### src/rtl/regfile_arb_pkg.sv
// rtl/regfile_arb_pkg.sv - shared types and constants for the register-file write arbiter
package regfile_arb_pkg;

    typedef enum logic {
        EMPTY = 1'b0,
        FULL  = 1'b1
    } arb_state_e;

    localparam int         NUM_REGS = 32;
    localparam logic [4:0] ZERO_REG = 5'd0;
    localparam logic       REQ_ALU  = 1'b0;
    localparam logic       REQ_MEM  = 1'b1;

endpackage

### src/rtl/decoder5to32.sv
// rtl/decoder5to32.sv - 5-to-32 one-hot decoder with enable
module decoder5to32 (
    input  logic        enable,
    input  logic [4:0]  select,
    output logic [31:0] out
);

    // One-hot of select when enabled, all zero otherwise
    always_comb begin
        out = '0;
        if (enable) begin
            out[select] = 1'b1;
        end
    end

endmodule

### src/rtl/regfile_write_arbiter.sv
// rtl/regfile_write_arbiter.sv - round-robin writeback arbiter; optional REGFILE_ARB_STATS_EN conflict counter
module regfile_write_arbiter
    import regfile_arb_pkg::*;
#(
    parameter int DATA_WIDTH = 32,
    parameter int ADDR_WIDTH = 5
) (
    input  logic                  clock,
    input  logic                  reset,
    input  logic                  req0_valid,
    input  logic [ADDR_WIDTH-1:0] req0_addr,
    input  logic [DATA_WIDTH-1:0] req0_data,
    output logic                  req0_ready,
    input  logic                  req1_valid,
    input  logic [ADDR_WIDTH-1:0] req1_addr,
    input  logic [DATA_WIDTH-1:0] req1_data,
    output logic                  req1_ready,
    input  logic                  port_busy,
    output logic                  wr_enable,
    output logic [ADDR_WIDTH-1:0] wr_select,
    output logic [DATA_WIDTH-1:0] wr_data,
    output logic [NUM_REGS-1:0]   wr_onehot
`ifdef REGFILE_ARB_STATS_EN
    ,
    output logic [15:0]           conflict_count
`endif
);

    arb_state_e            state_q, state_d;
    logic                  last_grant_q, last_grant_d;
    logic [ADDR_WIDTH-1:0] wr_select_q, wr_select_d;
    logic [DATA_WIDTH-1:0] wr_data_q, wr_data_d;

    logic                  grant;
    logic                  any_valid;
    logic                  can_accept;
    logic                  accept;
    logic [ADDR_WIDTH-1:0] win_addr;
    logic [DATA_WIDTH-1:0] win_data;

    // Pick the winner: a lone requester wins; a tie goes to whoever did not win last
    always_comb begin
        grant = REQ_ALU;
        if (req0_valid && req1_valid) begin
            grant = ~last_grant_q;
        end else if (req1_valid) begin
            grant = REQ_MEM;
        end
        any_valid  = req0_valid | req1_valid;
        can_accept = (state_q == EMPTY) | ~port_busy;
        accept     = can_accept & any_valid & ~reset;
        req0_ready = accept & (grant == REQ_ALU) & req0_valid;
        req1_ready = accept & (grant == REQ_MEM) & req1_valid;
        win_addr   = (grant == REQ_MEM) ? req1_addr : req0_addr;
        win_data   = (grant == REQ_MEM) ? req1_data : req0_data;
    end

    // Output-stage next state: load on accept, drain on commit, r0 writes dropped
    always_comb begin
        state_d      = state_q;
        last_grant_d = last_grant_q;
        wr_select_d  = wr_select_q;
        wr_data_d    = wr_data_q;
        if (accept) begin
            last_grant_d = grant;
            if (win_addr != ZERO_REG) begin
                wr_select_d = win_addr;
                wr_data_d   = win_data;
                state_d     = FULL;
            end else if (state_q == FULL) begin
                // Accept implies the pending write commits this cycle
                state_d = EMPTY;
            end
        end else if ((state_q == FULL) && !port_busy) begin
            state_d = EMPTY;
        end
    end

    // State register with synchronous reset
    always_ff @(posedge clock) begin
        if (reset) begin
            state_q      <= EMPTY;
            last_grant_q <= REQ_MEM;
            wr_select_q  <= '0;
            wr_data_q    <= '0;
        end else begin
            state_q      <= state_d;
            last_grant_q <= last_grant_d;
            wr_select_q  <= wr_select_d;
            wr_data_q    <= wr_data_d;
        end
    end

    assign wr_enable = (state_q == FULL) & ~port_busy;
    assign wr_select = wr_select_q;
    assign wr_data   = wr_data_q;

    decoder5to32 u_decoder (
        .enable (wr_enable),
        .select (wr_select_q),
        .out    (wr_onehot)
    );

`ifdef REGFILE_ARB_STATS_EN
    logic [15:0] conflict_q, conflict_d;

    // Count cycles where both requesters want the port; at most one can win
    always_comb begin
        conflict_d = conflict_q;
        if (req0_valid && req1_valid && (conflict_q != 16'hFFFF)) begin
            conflict_d = conflict_q + 16'd1;
        end
    end

    // Conflict counter register, cleared by reset
    always_ff @(posedge clock) begin
        if (reset) begin
            conflict_q <= '0;
        end else begin
            conflict_q <= conflict_d;
        end
    end

    assign conflict_count = conflict_q;
`endif

endmodule

### config.mk
export PLATFORM = sky130hd
export DESIGN_NAME = regfile_write_arbiter
export DESIGN_NICKNAME = d
export VERILOG_FILES = /design/src/rtl/regfile_arb_pkg.sv /design/src/rtl/decoder5to32.sv /design/src/rtl/regfile_write_arbiter.sv
export SDC_FILE = /design/constraint.sdc
export NUM_CORES = 1
export LEC_CHECK = 0
export ABC_AREA = 1
export CAP_MARGIN = 20
export CORE_ASPECT_RATIO = 1.5
export CORE_MARGIN = 1.5
export CORE_UTILIZATION = 42
export CTS_BUF_LIST = sky130_fd_sc_hd__clkbuf_8
export DETAILED_ROUTE_END_ITERATION = 10
export PLACE_DENSITY = 0.95
export SLEW_MARGIN = 20
export SYNTH_ARGS = -nofsm -noshare
export SYNTH_HDL_FRONTEND = slang
export SYNTH_SLANG_ARGS = --single-unit
### constraint.sdc
create_clock -name clock -period 4.06 [get_ports clock]
set_input_delay 0.406 -clock clock [delete_from_list [all_inputs] [get_ports clock]]
set_output_delay 0.406 -clock clock [all_outputs]
set_load 0.01 [all_outputs]
==> results.tsv, run 1 <==
stage	metric	value	unit
drt	routed_via_density	4.90	
timing	drv_slew	0	
cts	clock_sink_count	39	
cts	cts-buffers-inserted	5	
die	coreArea	0.00579	mm^2
final_layout	drive_gt1_share	8.41	%
place	io_buffers	150	
cts	cts.reportedPaths.clkPinSlew	0.07	ns
worst_hold_path	holdCritPathClass	flip-flop to flip-flop	
cts	cts-root-to-sink-buffers	2	
synth	synthesis.area	0.00250	mm^2
setup_path	crit_chain	clkdlybuf4s50_1 -> buf_4 -> o21ai_1 -> nor2_2 -> buf_4 -> inv_2 -> a21oi_1 -> clkdlybuf4s50_1	
timing	max_clock_freq	336	MHz
synth	ys.warnings.count	0	
pwr	vdd_ir_drop_max	0.198	mV
place	place_ws	0.897	ns
place	detailed_place_hpwl	5.90	mm
grt	grt_start_max_net_pins	40	
final_layout	area_growth	62.9	%
drt	wl_per_cell	12.3	um
timing	finalHoldViolCount	0	
synth	synthDistinctLibCells	21	
setup_path	worst_path_max_delay_cell	clkdlybuf4s50_1	
setup_path	critPathLaunchType	input pin	
setup_path	crit_path_max_incr_delay	0.58	ns
drt	drt_pre_antenna_iters	7	
grt	grt_antenna_before_repair	0	
die	io_pins	151	
cts	h-tree-depth	2	
synth	ys_seq_elements	39	
drt	route.final.wire_length	7.74	mm
synth	synthDominantCellAreaShare	31.2	%
synth	ys_top_cells_by_area	dfxtp_1 (31%), nand2_1 (17%), nand3_1 (16%), nor2_1 (11%), nor2_2 (7.0%)	
setup_path	endpoint_kind	output port	
synth	gate_count_after_technology_mapping	422	
timing	period_needed	2.97	ns
cts	postCtsSetupBuffers	0	
die	initial_utilization	43.2	%
timing	timing.final.ws_setup	1.09	ns
timing	worst_clock_skew	0.00173	ns
synth	synth.largest_area_cell	dfxtp_1	
flow_run	drv_cap	0	
timing	setup_total_negative_slack	0	ns
synth	avgSynthCellArea	5.92	um^2
timing	setup_violations	0	
die	core.rowCount	34	
final_layout	antennaDiodeCount	0	
final_layout	final_cells	631	
timing	setup_repair_after_global_routing_missed_its_margin	false	
drt	drt_drc_violations_left	0	
setup_path	critPathTopFamily	buffers and inverters	
place	dp.cells	623	
final_layout	finalNetCount	637	
cts	tritoncts	done	
final_layout	ff_latch_area	781	um^2
setup_path	worst-path-buf-inv	5	
place	globalplace.congestion	0.805	
final_layout	filler_cell_count	516	
drt	vias_after_detailed_routing	3092	
die	die-area	0.00643	mm^2
setup_path	critPathArrivalTime	2.57	ns
timing	timing.final.crit_share	73.2	%
synth	synth_sequential_area_ratio	31.2	%
final_layout	multi_input_comb_area	0.00139	mm^2
drt	detail_route.iter0.violations	121	
pwr	power.leakage	1.87	nW
die	dieHeight	97.5	um
timing	tightest_slew	0.948	ns
grt	grt_pass1_wl	12.0	mm
timing	slew-limit-headroom	36.4	%
grt	gr-usage-all-layers	23.4	%
grt	number_of_global_route_vias_before_repair	2875	
run_status	run_status	finished, final reports clean	
cts	cts.hold.buffers_added	0	
cts	clock_tree.root_cell	clkbuf_8	
synth	synthesis.nets	501	
cts	ctsResizeCount	0	
setup_path	required	3.65	ns
pwr	pwr_density_cell	274	mW/mm^2
cts	worstSkewPairLatency	0.28	ns
grt	gr-total-overflow	0	
setup_path	crit_fanout	34	
drt	count_of_nets_left_with_antenna_violations_after_detail_routing	0	
die	die_width	66.0	um
setup_path	worstSetupPathType	input pin to output port	
-- stage by stage --
stage | utilization [%] | power (mW) | area, um^2 | hold WS [ns]
2_1_floorplan | - | 0.657 | 2500 | 0.454
3_3_place_gp | 68.7 | 0.833 | 3970 | 0.462
3_5_place_dp | 68.7 | 0.845 | 3970 | 0.471
4_1_cts | 70.4 | 1.12 | 4070 | 0.488
5_1_grt | 70.4 | 1.18 | 4070 | 0.513
6_report | 70.4 | 1.11 | 4070 | 0.482
-- routing by layer --
metal / part of all wire, % / GRT usage, % / vias up
met2: 57 / 49.0 / 105
li1: - / - / 1563
met3: 5.7 / 3.13 / 7
met5: 0 / 0 / -
met4: 1.1 / 9.11 / 0
met1: 36 / 20.6 / 1417
-- cells by family after synthesis --
kind of cell           count (synthesis)  synth area share (%)
buffers and inverters                 74                  13.3
AOI/OAI and AO/OA                     11                  2.75
and+or+nand+nor                      298                  52.7
DFF                                   39                  31.2
-- cell type report --
| cell class | count | area share (%) |
|---|---|---|
| Clock buffer | 7 | 2.37 |
| Sequential cell | 39 | 19.2 |
| Clock inverter | 1 | 0.0922 |
| Multi-Input combinational cell | 309 | 34.0 |
| Tap cell | 72 | 2.21 |
| Inverter | 49 | 4.52 |
| Timing Repair Buffer | 154 | 37.6 |
-- worst register-to-register path, cell delays in order (launching register included) --
cell and delay, ns:
dfxtp_1 0.34, nand2_1 0.08, nand2_2 0.54, nand2_1 0.14
o21ai_0 0.13, nand2_1 0.17, o21bai_4 0.29, inv_2 0.35
nor2_1 0.23, nor2_1 0.06
-- power breakdown --
part / total (mW) / leakage [nW] / internal (mW) / switching [mW]
sequential: 0.450 / 0.323 / 0.420 / 0.0301
clock: 0.277 / 0.0557 / 0.152 / 0.125
combinational: 0.387 / 1.49 / 0.200 / 0.187
-- state kept, by name (all words and copies together) (netlist names) --
register      cells
state_q           1
wr_select         5
last_grant_q      1
wr_data          32
-- cell usage after synthesis (all sizes together) --
library cell / count
nand3b: 3
clkinv: 1
dfxtp: 39
nand3: 82
o21ai: 7
a21oi: 3
o21bai: 1
buf: 12
nand2: 112
inv: 48
nor2: 101
clkbuf: 13
-- worst paths after layout --
check | from | to | slack, ns | cells after the start
worst max-delay path | req1_valid | req0_ready | 1.09 | 8
worst min-delay path | wr_data[28]$_SDFFE_PP0P_ | wr_data[28]$_SDFFE_PP0P_ | 0.48 | 2
worst max register to register | last_grant_q$_SDFFE_PP1P_ | wr_data[13]$_SDFFE_PP0P_ | 1.63 | 9
worst min register to register | wr_data[28]$_SDFFE_PP0P_ | wr_data[28]$_SDFFE_PP0P_ | 0.48 | 2
-- cells in the final DEF, fill, tap and decap left out, types with 3 or more instances in the layout --
| cell | instances |
|---|---|
| dfxtp_1 | 39 |
| a21oi_1 | 3 |
| clkbuf_8 | 7 |
| inv_2 | 4 |
| nand3_1 | 81 |
| nand2_1 | 110 |
| nand3b_1 | 3 |
| inv_1 | 45 |
| clkdlybuf4s50_1 | 150 |
| o21ai_0 | 6 |
| nor2_1 | 73 |
| buf_4 | 4 |
| nor2_2 | 28 |
Note: power is estimated with default switching activity, not from simulation.
==> inputs of run 2 (changes only) <==
CORE_UTILIZATION = 39   (was 42)
PLACE_DENSITY = 0.89   (was 0.95)
clock period = 2.9 ns   (was 4.06 ns; I/O delays follow)
==> results.tsv, run 2 (synthesis gave the netlist of run 1 again) <==
stage	metric	value	unit
cts	cts-root-to-sink-buffers	2	
timing	timing.final.ws_setup	0.552	ns
final_layout	finalNetCount	640	
cts	worstSkewPairLatency	0.28	ns
drt	route.final.wire_length	7.56	mm
die	die_width	68.4	um
grt	gr-total-overflow	0	
final_layout	antennaDiodeCount	0	
setup_path	crit_fanout	8	
die	dieHeight	101	um
grt	number_of_global_route_vias_before_repair	2944	
timing	setup_repair_after_global_routing_missed_its_margin	false	
cts	tritoncts	done	
drt	drt_pre_antenna_iters	4	
drt	drt_drc_violations_left	0	
final_layout	max_reg_flops	32	
cts	postCtsSetupBuffers	0	
drt	detail_route.iter0.violations	117	
timing	timing.final.crit_share	80.9	%
timing	slew-limit-headroom	47.5	%
place	globalplace.congestion	0.801	
place	detailed_place_hpwl	6.05	mm
cts	cts-buffers-inserted	5	
setup_path	endpoint_kind	output port	
grt	gr-usage-all-layers	23.0	%
cts	clock_sink_count	39	
timing	finalHoldViolCount	0	
die	coreArea	0.00617	mm^2
pwr	power.leakage	1.89	nW
worst_hold_path	holdCritPathClass	flip-flop to flip-flop	
timing	setup_violations	0	
cts	h-tree-depth	2	
drt	vias_after_detailed_routing	3068	
setup_path	worstSetupPathType	input pin to output port	
cts	ctsResizeCount	0	
die	initial_utilization	40.5	%
pwr	pwr_density_cell	396	mW/mm^2
timing	setup_total_negative_slack	0	ns
die	die-area	0.00691	mm^2
pwr	vdd_ir_drop_max	0.292	mV
place	place_ws	0.374	ns
setup_path	required	2.61	ns
drt	wl_per_cell	11.9	um
die	io_pins	151	
cts	clock_tree.root_cell	clkbuf_8	
flow_run	drv_cap	0	
final_layout	drive_gt1_share	9.07	%
timing	tightest_slew	0.786	ns
timing	max_clock_freq	426	MHz
drt	count_of_nets_left_with_antenna_violations_after_detail_routing	0	
final_layout	final_common_cell	clkdlybuf4s50_1	
cts	cts.hold.buffers_added	0	
final_layout	mostFrequentLayoutCells	clkdlybuf4s50_1 (150), nand2_1 (110), nand3_1 (81), nor2_1 (73), inv_1 (44)	
grt	grt_start_max_net_pins	34	
timing	period_needed	2.35	ns
timing	worst_clock_skew	0.00387	ns
timing	drv_slew	0	
grt	grt_pass1_wl	12.5	mm
place	io_buffers	150	
drt	routed_via_density	4.82	
grt	grt_antenna_before_repair	0	
run_status	run_status	finished, final reports clean	
final_layout	area_growth	64.6	%
die	core.rowCount	35	
setup_path	critPathArrivalTime	2.06	ns
cts	cts.reportedPaths.clkPinSlew	0.07	ns
setup_path	critPathLaunchType	input pin	
[run 2: cell count changes in the layout (fill, tap and decap cells not counted)]
cell and change:
buf_4 +3, bufinv_16 +1, clkbuf_8 -1, clkinv_2 +1, inv_1 -1
[run 2: layout make-up]
| class | count | area (um^2) |
|---|---|---|
| Multi-Input combinational cell | 309 | 1390 |
| Timing Repair Buffer | 157 | 1550 |
| Inverter | 49 | 184 |
| Sequential cell | 39 | 781 |
| Clock buffer | 6 | 82.6 |
| Clock inverter | 2 | 35.0 |
| Fill cell | 566 | 2060 |
| Tap cell | 74 | 92.6 |
[run 2: critical path, cell delays in order]
cell,delay (ns)
clkdlybuf4s50_1,0.42
nor2_1,0.27
nand3_1,0.32
nor2_1,0.20
clkdlybuf4s50_1,0.56
[run 2: metal layers]
metal | vias up | wire (um) | GRT usage (%) | part of all wire, %
met3 | 16 | 445 | 4.25 | 5.9
met2 | 122 | 4340 | 45.7 | 57
li1 | 1573 | - | - | -
met1 | 1357 | 2540 | 21.4 | 34
met4 | 0 | 230 | 10.2 | 3.0
met5 | - | 0 | 0 | 0
[run 2: power by group]
group	internal (mW)	total [mW]	switching (mW)
Sequential	0.588	0.628	0.0404
Combinational	0.283	0.545	0.261
Clock	0.278	0.457	0.179
Total	1.15	1.63	0.481
[run 2: final timing paths]
check | endpoint | slack (ns) | cells after the start | start
max reg2reg | wr_data[13]$_SDFFE_PP0P_ | 0.84 | 8 | last_grant_q$_SDFFE_PP1P_
max | wr_onehot[2] | 0.55 | 5 | port_busy
min reg2reg | wr_data[28]$_SDFFE_PP0P_ | 0.48 | 2 | wr_data[28]$_SDFFE_PP0P_
min | wr_data[28]$_SDFFE_PP0P_ | 0.48 | 2 | wr_data[28]$_SDFFE_PP0P_
[run 2: stage by stage]
step	utilization [%]	instances	instance area (um^2)	hold slack (ns)	total power [mW]
finish	66.6	636	4120	0.484	1.63
global route	66.6	636	4120	0.502	1.73
CTS	66.6	636	4120	0.488	1.64
detailed placement	64.7	628	4000	0.475	1.19
global placement	64.7	628	4000	0.463	1.17
floorplan	-	422	2500	0.359	0.920
==> inputs of run 3 (changes only) <==
clock period = 2.24 ns   (was 2.9 ns; I/O delays follow)
==> results.tsv, run 3 (synthesis gave the netlist of run 1 again) <==
stage	metric	value	unit
pwr	power.leakage	1.90	nW
drt	count_of_nets_left_with_antenna_violations_after_detail_routing	0	
setup_path	critPathLaunchType	input pin	
drt	wl_per_cell	12.2	um
drt	vias_after_detailed_routing	3098	
grt	number_of_global_route_vias_before_repair	2896	
final_layout	area_growth	65.6	%
die	die-area	0.00691	mm^2
place	detailed_place_hpwl	6.14	mm
die	io_pins	151	
die	coreArea	0.00617	mm^2
timing	setup_violations	0	
setup_path	crit_fanout	8	
setup_path	timing.critical_path.mode_cell	clkdlybuf4s50_1	
setup_path	critPathArrivalTime	1.92	ns
final_layout	final_common_cell	clkdlybuf4s50_1	
timing	max_clock_freq	465	MHz
drt	met2_length	4.48	mm
timing	finalHoldViolCount	0	
setup_path	crit_path_max_incr_delay	0.57	ns
grt	grt_antenna_before_repair	0	
die	dieHeight	101	um
timing	setup_repair_after_global_routing_missed_its_margin	false	
final_layout	mostFrequentLayoutCells	clkdlybuf4s50_1 (150), nand2_1 (110), nand3_1 (80), nor2_1 (72), inv_1 (45)	
final_layout	antennaDiodeCount	0	
drt	post_route_met1_wirelength	2.73	mm
setup_path	crit_chain	clkdlybuf4s50_1 -> nor2_2 -> nand3b_1 -> nor2_1 -> clkdlybuf4s50_1	
pwr	total_power	1.97	mW
drt	drt_drc_violations_left	0	
final_layout	finalNetCount	645	
die	initial_utilization	40.5	%
drt	drt_pre_antenna_iters	4	
pwr	pwr_density_cell	476	mW/mm^2
pwr	vdd_ir_drop_max	0.309	mV
timing	worst_clock_skew	0.00224	ns
cts	worstSkewPairLatency	0.29	ns
cts	cts-buffers-inserted	5	
drt	detail_route.iter0.violations	113	
cts	h-tree-depth	2	
final_layout	max_reg_flops	32	
grt	grt_pass1_wl	12.4	mm
cts	cts.hold.buffers_added	0	
timing	tightest_slew	0.358	ns
drt	route.top_layer_used	met4	
drt	met3_wirelength	409	um
place	globalplace.congestion	0.777	
drt	routed_via_density	4.85	
cts	tritoncts	done	
run_status	run_status	finished, final reports clean	
timing	period_needed	2.15	ns
final_layout	drive_gt1_share	9.73	%
setup_path	worstSetupPathType	input pin to output port	
timing	timing.final.crit_share	95.9	%
die	die_width	68.4	um
grt	gr-usage-all-layers	23.4	%
grt	grt_start_max_net_pins	34	
setup_path	endpoint_kind	output port	
cts	clock_tree.root_cell	clkbuf_8	
die	core.rowCount	35	
cts	clock_sink_count	39	
cts	cts-root-to-sink-buffers	2	
flow_run	drv_cap	0	
setup_path	worst_path_max_delay_cell	clkdlybuf4s50_1	
worst_hold_path	holdCritPathClass	flip-flop to flip-flop	
timing	setup_total_negative_slack	0	ns
place	io_buffers	150	
cts	postCtsSetupBuffers	0	
timing	drv_slew	0	
setup_path	required	2.02	ns
cts	cts.reportedPaths.clkPinSlew	0.07	ns
drt	route.final.wire_length	7.80	mm
grt	gr-total-overflow	0	
timing	slew-limit-headroom	76.2	%
[run 3: layout make-up]
type                    count  area (um^2)
fillers                   571         2030
repair buffers            162         1620
multi-input cells         309         1390
flip-flops and latches     39          781
inverters                  49          184
well taps                  74         92.6
clock buffers               5         68.8
clock inverters             1         3.75
[run 3: report_power, final]
| group | switching (mW) | internal (mW) |
|---|---|---|
| clock network | 0.229 | 0.203 |
| logic | 0.344 | 0.381 |
| registers | 0.0521 | 0.761 |
[run 3: worst paths after layout]
kind,startpoint,end,slack (ns),cells after the start
hold reg to reg,wr_data[11]$_SDFFE_PP0P_,wr_data[11]$_SDFFE_PP0P_,0.48,2
setup reg to reg,last_grant_q$_SDFFE_PP1P_,wr_data[2]$_SDFFE_PP0P_,0.45,9
hold / removal,wr_data[11]$_SDFFE_PP0P_,wr_data[11]$_SDFFE_PP0P_,0.48,2
setup / recovery,port_busy,wr_onehot[20],0.09,5
[run 3: through the flow]
step | area (um^2) | util (%) | setup slack (ns) | std cells | hold slack [ns]
6_report | 4140 | 67.1 | 0.0915 | 639 | 0.481
2_1_floorplan | 2500 | - | 0.837 | 422 | 0.293
5_1_grt | 4140 | 67.1 | 0.0199 | 639 | 0.505
3_5_place_dp | 4060 | 65.8 | 0.0210 | 633 | 0.469
3_3_place_gp | 4060 | 65.8 | 0.109 | 633 | 0.464
4_1_cts | 4130 | 66.9 | 0.0202 | 639 | 0.486
[run 3: per-layer routing]
metal	global-route usage, %	vias up
met5	0	-
met4	9.23	0
met3	4.36	10
met2	48.2	108
met1	20.6	1403
li1	-	1577
[run 3: worst max-delay path: cells and delay by family]
| kind | cells | cell delay (ns) |
|---|---|---|
| buf+inv | 2 | 1.00 |
| simple gates | 3 | 0.69 |
[run 3: repair_timing]
item / 4_1_cts / 5_1_grt
setup endpoints to repair: 0 / 24
hold endpoints to repair: 0 / 0
resized for setup: 0 / 2
